**config.mk**
```make
export PLATFORM = sky130hd
export DESIGN_NAME = seq_array_mult_flat
export DESIGN_NICKNAME = d
export VERILOG_FILES = /design/src/rtl/seq_array_mult_if.sv /design/src/rtl/seq_array_mult.sv /design/src/flat_wrapper.sv
export SDC_FILE = /design/constraint.sdc
export NUM_CORES = 1
export LEC_CHECK = 0
export ABC_AREA = 1
export ABC_CLOCK_PERIOD_IN_PS = 2950
export BUFFER_PORTS_ARGS = -buffer_cell sky130_fd_sc_hd__clkbuf_2
export CAP_MARGIN = 20
export CELL_PAD_IN_SITES_DETAIL_PLACEMENT = 0
export CELL_PAD_IN_SITES_GLOBAL_PLACEMENT = 1
export CORE_MARGIN = 2
export CORE_UTILIZATION = 43
export CTS_BUF_LIST = sky130_fd_sc_hd__clkbuf_16
export DETAILED_ROUTE_END_ITERATION = 8
export GPL_ROUTABILITY_DRIVEN = 0
export HOLD_SLACK_MARGIN = 0.15
export PLACE_DENSITY_LB_ADDON = 0.3
export SYNTH_ARGS = -nofsm -noshare
export SYNTH_HDL_FRONTEND = slang
export SYNTH_SLANG_ARGS = --single-unit
```
**constraint.sdc**
```tcl
create_clock -name clk -period 2.95 [get_ports clk]
set_input_delay 0 -clock clk [delete_from_list [all_inputs] [get_ports clk]]
set_output_delay 0 -clock clk [all_outputs]
set_load 0.03 [all_outputs]
```
**src/rtl/seq_array_mult_if.sv**
```systemverilog
// Operand/product handshake bundle for seq_array_mult.
// The producer/consumer side uses master; the multiplier uses slave.
interface seq_array_mult_if #(
  parameter int WIDTH = 8
);
  logic                 in_valid;
  logic                 in_ready;
  logic [WIDTH-1:0]     a;
  logic [WIDTH-1:0]     b;
  logic                 is_signed;
  logic                 out_valid;
  logic                 out_ready;
  logic [2*WIDTH-1:0]   product;

  modport master (
    output in_valid, a, b, is_signed, out_ready,
    input  in_ready, out_valid, product
  );

  modport slave (
    input  in_valid, a, b, is_signed, out_ready,
    output in_ready, out_valid, product
  );
endinterface

```
**src/rtl/seq_array_mult.sv**
```systemverilog
// Iterative shift-and-add multiplier, one multiplier bit per clock, signed or unsigned.
// Operands are reduced to magnitudes at accept; the sign is restored when the product is loaded.
module seq_array_mult #(
  parameter int WIDTH = 8
) (
  input  logic            clk,
  input  logic            rst_n,
  seq_array_mult_if.slave bus
);
  localparam int CW = $clog2(WIDTH + 1);

  typedef enum logic [1:0] {IDLE, CALC, DONE} state_t;

  state_t               state_q,   state_d;
  logic [WIDTH-1:0]     mcand_q,   mcand_d;
  logic [WIDTH-1:0]     mplier_q,  mplier_d;
  logic [2*WIDTH-1:0]   acc_q,     acc_d;
  logic [2*WIDTH-1:0]   product_q, product_d;
  logic [CW-1:0]        cnt_q,     cnt_d;
  logic                 neg_q,     neg_d;
  logic                 in_ready_q, in_ready_d;
  logic                 out_valid_q, out_valid_d;
  logic [WIDTH:0]       partial;

  // -(-2^(WIDTH-1)) wraps to 2^(WIDTH-1), which is the correct unsigned magnitude.
  function automatic logic [WIDTH-1:0] magnitude(input logic [WIDTH-1:0] v, input logic sgn);
    magnitude = (sgn && v[WIDTH-1]) ? (~v + WIDTH'(1)) : v;
  endfunction

  function automatic logic [2*WIDTH-1:0] apply_sign(input logic [2*WIDTH-1:0] v, input logic neg);
    apply_sign = neg ? (~v + (2*WIDTH)'(1)) : v;
  endfunction

  always_comb begin
    state_d   = state_q;
    mcand_d   = mcand_q;
    mplier_d  = mplier_q;
    acc_d     = acc_q;
    cnt_d     = cnt_q;
    neg_d     = neg_q;
    product_d = product_q;
    partial   = {1'b0, acc_q[2*WIDTH-1:WIDTH]};
    if (mplier_q[0]) partial = partial + {1'b0, mcand_q};

    unique case (state_q)
      IDLE: begin
        if (bus.in_valid) begin
          mcand_d  = magnitude(bus.a, bus.is_signed);
          mplier_d = magnitude(bus.b, bus.is_signed);
          neg_d    = bus.is_signed & (bus.a[WIDTH-1] ^ bus.b[WIDTH-1]);
          acc_d    = '0;
          cnt_d    = '0;
          state_d  = CALC;
        end
      end
      CALC: begin
        // Carry out of the upper add lands in the MSB after the shift.
        acc_d    = (2*WIDTH)'({partial, acc_q[WIDTH-1:0]} >> 1);
        mplier_d = mplier_q >> 1;
        cnt_d    = cnt_q + CW'(1);
        if (cnt_q == CW'(WIDTH - 1)) begin
          state_d   = DONE;
          product_d = apply_sign(acc_d, neg_q);
        end
      end
      DONE: begin
        if (bus.out_ready) state_d = IDLE;
      end
      default: state_d = IDLE;
    endcase

    in_ready_d  = (state_d == IDLE);
    out_valid_d = (state_d == DONE);
  end

  always_ff @(posedge clk or negedge rst_n) begin
    if (!rst_n) begin
      state_q     <= IDLE;
      mcand_q     <= '0;
      mplier_q    <= '0;
      acc_q       <= '0;
      cnt_q       <= '0;
      neg_q       <= 1'b0;
      product_q   <= '0;
      in_ready_q  <= 1'b1;
      out_valid_q <= 1'b0;
    end else begin
      state_q     <= state_d;
      mcand_q     <= mcand_d;
      mplier_q    <= mplier_d;
      acc_q       <= acc_d;
      cnt_q       <= cnt_d;
      neg_q       <= neg_d;
      product_q   <= product_d;
      in_ready_q  <= in_ready_d;
      out_valid_q <= out_valid_d;
    end
  end

  assign bus.in_ready  = in_ready_q;
  assign bus.out_valid = out_valid_q;
  assign bus.product   = product_q;
endmodule

```
**src/flat_wrapper.sv**
```systemverilog
// flat-port wrapper written by rule: the top's interface ports become plain ports
module seq_array_mult_flat 
#(
  parameter int WIDTH = 8
)
  (clk, rst_n, bus_in_valid, bus_a, bus_b, bus_is_signed, bus_out_ready, bus_in_ready, bus_out_valid, bus_product);
  seq_array_mult_if #(.WIDTH(WIDTH)) bus_i ();
  input  logic clk;
  input  logic rst_n;
  input wire logic [$bits(bus_i.in_valid)-1:0] bus_in_valid;
  input wire logic [$bits(bus_i.a)-1:0] bus_a;
  input wire logic [$bits(bus_i.b)-1:0] bus_b;
  input wire logic [$bits(bus_i.is_signed)-1:0] bus_is_signed;
  input wire logic [$bits(bus_i.out_ready)-1:0] bus_out_ready;
  output wire logic [$bits(bus_i.in_ready)-1:0] bus_in_ready;
  output wire logic [$bits(bus_i.out_valid)-1:0] bus_out_valid;
  output wire logic [$bits(bus_i.product)-1:0] bus_product;
  assign bus_i.in_valid = bus_in_valid;
  assign bus_i.a = bus_a;
  assign bus_i.b = bus_b;
  assign bus_i.is_signed = bus_is_signed;
  assign bus_i.out_ready = bus_out_ready;
  assign bus_in_ready = bus_i.in_ready;
  assign bus_out_valid = bus_i.out_valid;
  assign bus_product = bus_i.product;
  seq_array_mult #(.WIDTH(WIDTH)) u_core (.clk(clk), .rst_n(rst_n), .bus(bus_i));
endmodule
```
; ---- Word-level counts from Yosys, hierarchy flattened
; Cells that the tools add are included.
[word_totals]
ff_bits = 57
inputBits = 21
[op_classes]
addsub = 5
n_eq_ne = 5
mux = 14
n_bitwise = 5
reduce_logical = 8
[op_table]
columns = op, count
row1 = 16-bit two-way mux, 2
row2 = 16-bit case mux with 2 select lines, 1
row3 = 8-bit two-way mux, 3
row4 = 16-bit by 1-bit adder with 16-bit output (second input constant), 1
row5 = 8-bit by 1-bit adder with 8-bit output (second input constant), 2
row6 = 16-bit NOT, 1
row7 = 8-bit NOT, 2
row8 = 8-bit case mux with 2 select lines, 1
row9 = 8-bit by 8-bit adder with 9-bit output, 1
row10 = 9-bit two-way mux, 1
row11 = 4-bit case mux with 2 select lines, 1
row12 = 2-bit two-way mux, 3
row13 = 2-bit case mux with 3 select lines, 1
row14 = 2-bit AND reduction, 3
row15 = 4-bit by 1-bit adder with 4-bit output (second input constant), 1
row16 = 2-bit equality test (second input constant), 2
row17 = 4-bit by 3-bit equality test with 1-bit output (second input constant), 1
row18 = 2-bit zero test, 2
row19 = 4-bit two-way mux, 1
row20 = 2-bit by 1-bit equality test with 1-bit output (second input constant), 1
row21 = 1-bit logical AND, 2
row22 = 2-bit != test (second input constant), 1
row23 = 2-bit nonzero test, 1
row24 = 1-bit AND, 1
row25 = 1-bit XOR, 1

; ---- Depth between registers and ports, before layout
; Gate-level depths: netlist of the first run.
[logic_depth]
word_depth = 5
ltp_mapped = 15
depth_no_buf = 15

; ---- Worst setup path after synthesis of the first run
; No wires, ideal clock.
[synth_timing]
path_kind = register to register
startpoint = reg u_core.acc_q[8]
endpoint = reg u_core.product_q[14] (netlist: u_core.bus.product[14])
setup_ps = 118
arrival_ps = 1935
required_time_ps = 2832
setup_slack_ps = 898
stages_incl_launch_ff = 15
n_path_buf = 0
synth_period_minus_slack_ps = 2052
path_cell_list = dfrtp_1 -> ha_1 -> fa_1 -> nand2_4 -> nand2_4 -> nor2_4 -> nand2_1 -> nor2_2 -> nand3_2 -> nor2_4 -> nand3_2 -> nand2_1 -> nand2_1 -> nand3_1 -> nand2_1
[synth_via]
elab_chain_cells = 5
[synth_lines]
columns = element, line
row1 = from (decl), seq_array_mult.sv:17  ; logic [2*WIDTH-1:0] acc_q, acc_d;
row2 = from (signal assigned), seq_array_mult.sv:81  ; acc_q <= '0;
row3 = from (signal assigned), seq_array_mult.sv:91  ; acc_q <= acc_d;
row4 = 8-bit by 8-bit adder with 9-bit output, seq_array_mult.sv:43  ; if (mplier_q[0]) partial = partial + {1'b0, mcand_q};
row5 = 9-bit two-way mux (*), seq_array_mult.sv:43
row6 = 16-bit NOT, seq_array_mult.sv:31  ; apply_sign = neg ? (~v + (2*WIDTH)'(1)) : v;
row7 = 16-bit by 1-bit adder with 16-bit output, seq_array_mult.sv:31
row8 = 16-bit two-way mux (*), seq_array_mult.sv:31
row9 = to (signal assigned), seq_array_mult.sv:94  ; product_q <= product_d;
row10 = to (decl), seq_array_mult.sv:18  ; logic [2*WIDTH-1:0] product_q, product_d;
; Every way passes the cells marked *; elsewhere a longest branch is shown, timed or not.
; A chain may end at the register's enable or synchronous reset.

; ---- Final worst setup path of the first run
[layout_timing]
startpoint = in bus_a[7]
endpoint = reg u_core.mcand_q[7]
[layout_via]
elab_chain_cells = 3
[layout_lines]
columns = element, line
row1 = from (decl), flat_wrapper.sv:11  ; input wire logic [$bits(bus_i.a)-1:0] bus_a;
row2 = 8-bit NOT, seq_array_mult.sv:27  ; magnitude = (sgn && v[WIDTH-1]) ? (~v + WIDTH'(1)) : v;
row3 = 8-bit by 1-bit adder with 8-bit output, seq_array_mult.sv:27
row4 = 8-bit two-way mux (*), seq_array_mult.sv:27
row5 = to (signal assigned), seq_array_mult.sv:89  ; mcand_q <= mcand_d;
row6 = to (decl), seq_array_mult.sv:15  ; logic [WIDTH-1:0] mcand_q, mcand_d;
; Marks and branches as above.

==> run metrics, run 1 <==
FFs w/ async S/R, synth=100%; CTS buffer count=5; largest net degree at the start of global routing=33; area leader, netlist=dfrtp_1; placed inst area=3500 µm²; worst-margin pin slew=780 ps; Mean Syn Cell Area=8.10 µm²; path type of the worst setup path=input pin to flip-flop; Max Cap Viol=0; gr usage total=17.3%; Site Rows=31; period utilization=87.2%; Overflow after GRT=0; post-DR vias/cell=4.99; Routed WL=6750 µm; # resized after CTS=0; RSZ-0062 raised after global routing=false; die footprint=8150 µm²; syn nets=429; die width=90.3 µm; CP Cell Sequence=dlygate4sd3_1 -> clkbuf_2 -> nand2_1 -> nor3_1 -> dlygate4sd3_1 -> nand2_1 -> dlygate4sd3_1 -> a21oi_1 -> dlygate4sd3_1; top post-synthesis cells by area=dfrtp_1 (43%), nand2_1 (12%), ha_1 (4.7%), nand3_1 (3.8%), inv_1 (3.5%); post-layout min period=2570 ps; Max H-tree Level=2; Design Power=4.31 mW; Die Ht=90.3 µm; worst path required time=3180 ps; status=complete, no violations; post-route cell area=3890 µm²; r2r endpoint=u_core.bus.product[15]; Max Root-Sink Buffers=2; Final Setup Violations=0; PD cells=1110 nW/µm²; most common cell after layout, fill and taps aside=nand2_1; Detail Route Antenna Nets=0; Filler cells=709; Worst-path clk slew=70 ps; Synth Instances=395; post-CTS setup buffer count=0; setup_tns=0 ps; Core Util, Final=53.9%; # hold bufs at CTS=22; ys flop type=dfrtp_1; worst path arrival time=2800 ps; length of the first detailed-routing pass in iterations=4; Netlist cell types=36; Final Hold Vio Count=0; Critical Path Max Stage Delay=560 ps; DR iter-0 viols=54; worst-path maximum fanout=8; vias in the first global route=2709; Post-synth EDFFs=0; commonest cells after routing, fill and taps aside=nand2_1 (101), dfrtp_1 (55), clkbuf_2 (38), inv_1 (31), nor2_1 (25); FF+latch count, synth=56; Initial Util=44.3%; CP most frequent cell=dlygate4sd3_1; area of the multi-input gates=1580 µm²; initial antenna violation count=0; core area=7210 µm²; yosys warns=0; I/O Buffers=38; # clock sinks=56; Ports=39; CP endpoint kind=flip-flop; first-pass GRT wire length=11700 µm; slowest cell on the critical path=dlygate4sd3_1; Post-Layout Cell Count=557; # DRC=0; Ant. Diodes=0; CTS tree=done; Area growth syn-to-layout=21.6%; Slew headroom=48.0%; nature of the critical path startpoint=input pin; Wirelength per Cell=12.1 µm; Mapped Area=3200 µm²; r2r startpoint=u_core.acc_q[8]; Critical Path End=u_core.mcand_q[7]; critical path startpoint=bus_a[7]; FF-to-FF setup slack=730 ps; Max Transition Viols Final=0; # nets final=491; root buffer cell=clkbuf_16; P_leak=1.95 nW; Clock Latency Late Sink=290 ps; DPL Wire Length=5000 µm; Hold Path Class=input pin to flip-flop; Worst Reg-to-Reg Cells=14; Synth top area share=43.0%; Reg area=1400 µm²; Placed Cells=527; share of layout cells above drive strength 1=18.1%; Seq/Total Area, Yosys=43.8%; skew final=5.41 ps; Fmax achieved=389 MHz; total number of vias=2779; maximum vdd drop=0.000381 V
[through the flow]
| step | hold slack (ps) | worst slack (ps) |
|---|---|---|
| 3_5_place_dp | 120 | 743 |
| 2_1_floorplan | -296 | 898 |
| 5_1_grt | 195 | 268 |
| 3_3_place_gp | 119 | 791 |
| 4_1_cts | 153 | 386 |
| 6_report | 156 | 378 |
[worst max-delay path: cells and delay by family]
family,cells,cell delay [ps]
buf+inv,5,2320
compound gates,1,120
simple gates,3,360
[cell families (layout without fill, tap and decap cells)]
| family | Yosys count | count (layout) | synth area share (%) |
|---|---|---|---|
| AO/OA/AOI/OAI | 70 | 70 | 13.1 |
| XOR/XNOR | 18 | 18 | 4.93 |
| adder cells (fa/ha/maj) | 13 | 13 | 5.32 |
| buffers and inverters | 55 | 118 | 6.80 |
| flip-flops | 56 | 56 | 43.8 |
| multiplexers | 1 | 1 | 0.313 |
| AND/OR/NAND/NOR | 182 | 182 | 25.7 |
[where the power goes]
group / internal [mW] / switching (mW)
Sequential: 1.10 / 0.264
Combinational: 0.825 / 1.45
Clock: 0.401 / 0.272
Total: 2.32 / 1.98
[per-layer routing]
metal	routed length (µm)	GRT usage [%]	part of all wire, %
met4	80	4.62	1.2
met1	3230	21.7	48
met3	161	2.75	2.4
met5	0	0	0
met2	3270	31.0	49
[worst min path at each step]
stage | start | end | slack [ps] | cells after the start
2_1_floorplan | rst_n | u_core.acc_q[10] | -300 | 0
3_3_place_gp | rst_n | u_core.bus.product[15] | 120 | 1
3_5_place_dp | rst_n | u_core.bus.product[13] | 120 | 1
4_1_cts | bus_in_valid | u_core.neg_q | 150 | 5
5_1_grt | bus_in_valid | u_core.mcand_q[1] | 200 | 5
6_report | bus_in_valid | u_core.neg_q | 160 | 5
[sequential cells by signal (all words and copies together), names as in the netlist]
signal	cells
u_core.bus.in_ready	1
u_core.bus.product	16
u_core.bus.out_valid	1
u_core.acc_q	15
u_core.mcand_q	8
u_core.state_q	2
u_core.cnt_q	4
u_core.mplier_q	8
u_core.neg_q	1
[cells in the mapped netlist, types with 9 or more instances]
library cell  count
nand2_1         101
dfrtp_1          55
inv_1            30
nor2_1           25
nand3_1          24
o21ai_1          22
inv_2            15
ha_1             12
o22ai_1          12
xor2_1           12
a21oi_1           9
o21ai_0           9
[area by class of cell]
class | instances | share of cell area [%]
Timing Repair Buffer | 65 | 11.5
Clock buffer | 5 | 3.22
Clock inverter | 3 | 1.09
Tap cell | 99 | 3.18
Multi-Input combinational cell | 284 | 40.6
Sequential cell | 56 | 36.1
Inverter | 45 | 4.34
No activity file was read; power rests on OpenSTA's default activity.
==> inputs of run 2 (changes only) <==
PLACE_DENSITY_LB_ADDON = 0.1   (was 0.3)
==> run 2 against run 1 <==
  * Sequential cell count did not move
  * Sequential power about the same
  * Wire length fell by 0.96%
  * Worst setup slack worse by 29 ps
  * Non-clock buffer count grew 2
  * Via count down 1.1%
  * Clock power increased by 0.9%
  * Critical path type unchanged
  * Largest cell class unchanged
  * Largest power group unchanged
==> run metrics, run 2 (synthesis gave the netlist of run 1 again) <==
status=complete, no violations; # nets final=493; setup_tns=0 ps; share of layout cells above drive strength 1=18.0%; Wirelength per Cell=12.0 µm; Design Power=4.31 mW; # clock sinks=56; CP endpoint kind=flip-flop; post-layout min period=2600 ps; # resized after CTS=0; CP top delay family=buffers and inverters; die footprint=8150 µm²; RSZ-0062 raised after global routing=false; Ports=39; # hold bufs at CTS=23; worst-margin pin slew=663 ps; CP Depth=9; Core Util, Final=54.4%; slowest cell on the critical path=dlygate4sd3_1; Max Root-Sink Buffers=2; FF-to-FF setup slack=740 ps; Slew headroom=55.7%; Final Hold Vio Count=0; Max Transition Viols Final=0; length of the first detailed-routing pass in iterations=4; part of the power in registers=31.5%; WHS Path Cells=5; Detail Route Antenna Nets=0; initial antenna violation count=0; die width=90.3 µm; Worst Reg-to-Reg Cells=14; WP buf/inv=5; Ant. Diodes=0; Max H-tree Level=2; Fmax achieved=384 MHz; skew final=5.99 ps; core area=7210 µm²; Comb pwr share=52.7%; vias in the first global route=2669; Overflow after GRT=0; first-pass GRT wire length=12000 µm; period utilization=88.2%; post-DR vias/cell=4.92; Initial Util=44.3%; Die Ht=90.3 µm; I/O Buffers=38; CTS buffer count=5; root buffer cell=clkbuf_16; Final Setup Violations=0; Hold Path Class=input pin to flip-flop; Critical Path Max Stage Delay=580 ps; Int Pwr=2.33 mW; # DRC=0; Area growth syn-to-layout=22.6%; commonest cells after routing, fill and taps aside=nand2_1 (101), dfrtp_1 (55), clkbuf_2 (38), inv_1 (31), nor2_1 (25); min-delay src=bus_in_valid; maximum vdd drop=0.000416 V; nature of the critical path startpoint=input pin; worst-path maximum fanout=8; critical path startpoint=bus_a[7]; number of flip-flops in the largest register=16; largest net degree at the start of global routing=44; Fin Hold WS=167 ps; Routed WL=6680 µm; DPL Wire Length=4880 µm; DR iter-0 viols=89; path type of the worst setup path=input pin to flip-flop; Worst-path clk slew=70 ps; Critical Path End=u_core.mcand_q[7]; switching pwr=1.98 mW; gr usage total=17.7%; worst path required time=3180 ps; most common cell after layout, fill and taps aside=nand2_1; worst path arrival time=2830 ps; total number of vias=2749; r2r endpoint=u_core.bus.product[14]; CTS tree=done; CP Cell Sequence=dlygate4sd3_1 -> clkbuf_2 -> nand2_1 -> nor3_1 -> dlygate4sd3_1 -> nand2_1 -> dlygate4sd3_1 -> a21oi_1 -> dlygate4sd3_1; CP most frequent cell=dlygate4sd3_1; Clock Latency Late Sink=290 ps; switching part of the total power=45.9%; post-CTS setup buffer count=0; P_leak=1.96 nW; clock share of power=15.8%; PD cells=1100 nW/µm²; Site Rows=31; Max Cap Viol=0; r2r startpoint=u_core.acc_q[8]
run 2: cell count changes in the layout (fill, tap and decap cells not counted), sizes merged:
cell and delta:
dlygate4sd3 +2
run 2: worst reg2reg max path: stages (launching register included):
cell     delay, ps
dfrtp_1        400
ha_1           230
fa_1           490
nand2_4         90
nand2_4         70
nor2_4         110
nand2_1         70
nor2_2         130
nand3_2        100
nor2_4         110
nand3_2         80
nand2_1         60
nand2_1         60
nand3_1         70
nand2_1         50
run 2: worst min path at each step:
stage / to / slack [ps]
after floorplan: u_core.acc_q[10] / -300
after global placement: u_core.bus.out_valid / 220
after detailed placement: u_core.bus.out_valid / 230
after CTS: u_core.neg_q / 160
after global routing: u_core.neg_q / 210
final: u_core.neg_q / 170
run 2: area by class of cell:
type / count / area [µm²]
Tap cell: 99 / 124
Inverter: 45 / 169
Fill cell: 717 / 3290
Sequential cell: 56 / 1400
Multi-Input combinational cell: 284 / 1580
Clock buffer: 5 / 125
Clock inverter: 3 / 42.5
Timing Repair Buffer: 67 / 480
run 2: routing by layer:
metal | share of wire (%) | global-route usage, %
met5 | 0 | 0
met3 | 2.6 | 2.59
met1 | 49 | 23.9
met2 | 47 | 30.1
met4 | 1.1 | 4.23
run 2: power by group through the flow:
stage          registers [mW]  clock network (mW)  logic (mW)
2_1_floorplan            1.48                   0        1.64
3_3_place_gp             1.37                   0        2.22
3_5_place_dp             1.37                   0        2.24
4_1_cts                  1.36               0.696        2.29
5_1_grt                  1.41               0.732        2.59
6_report                 1.36               0.679        2.27
run 2: through the flow:
step	instance area [µm²]	setup slack (ps)	instances
global placement	3490	782	526
global route	3920	252	559
finish	3920	349	559
detailed placement	3490	757	526
floorplan	3200	898	395
CTS	3890	376	557
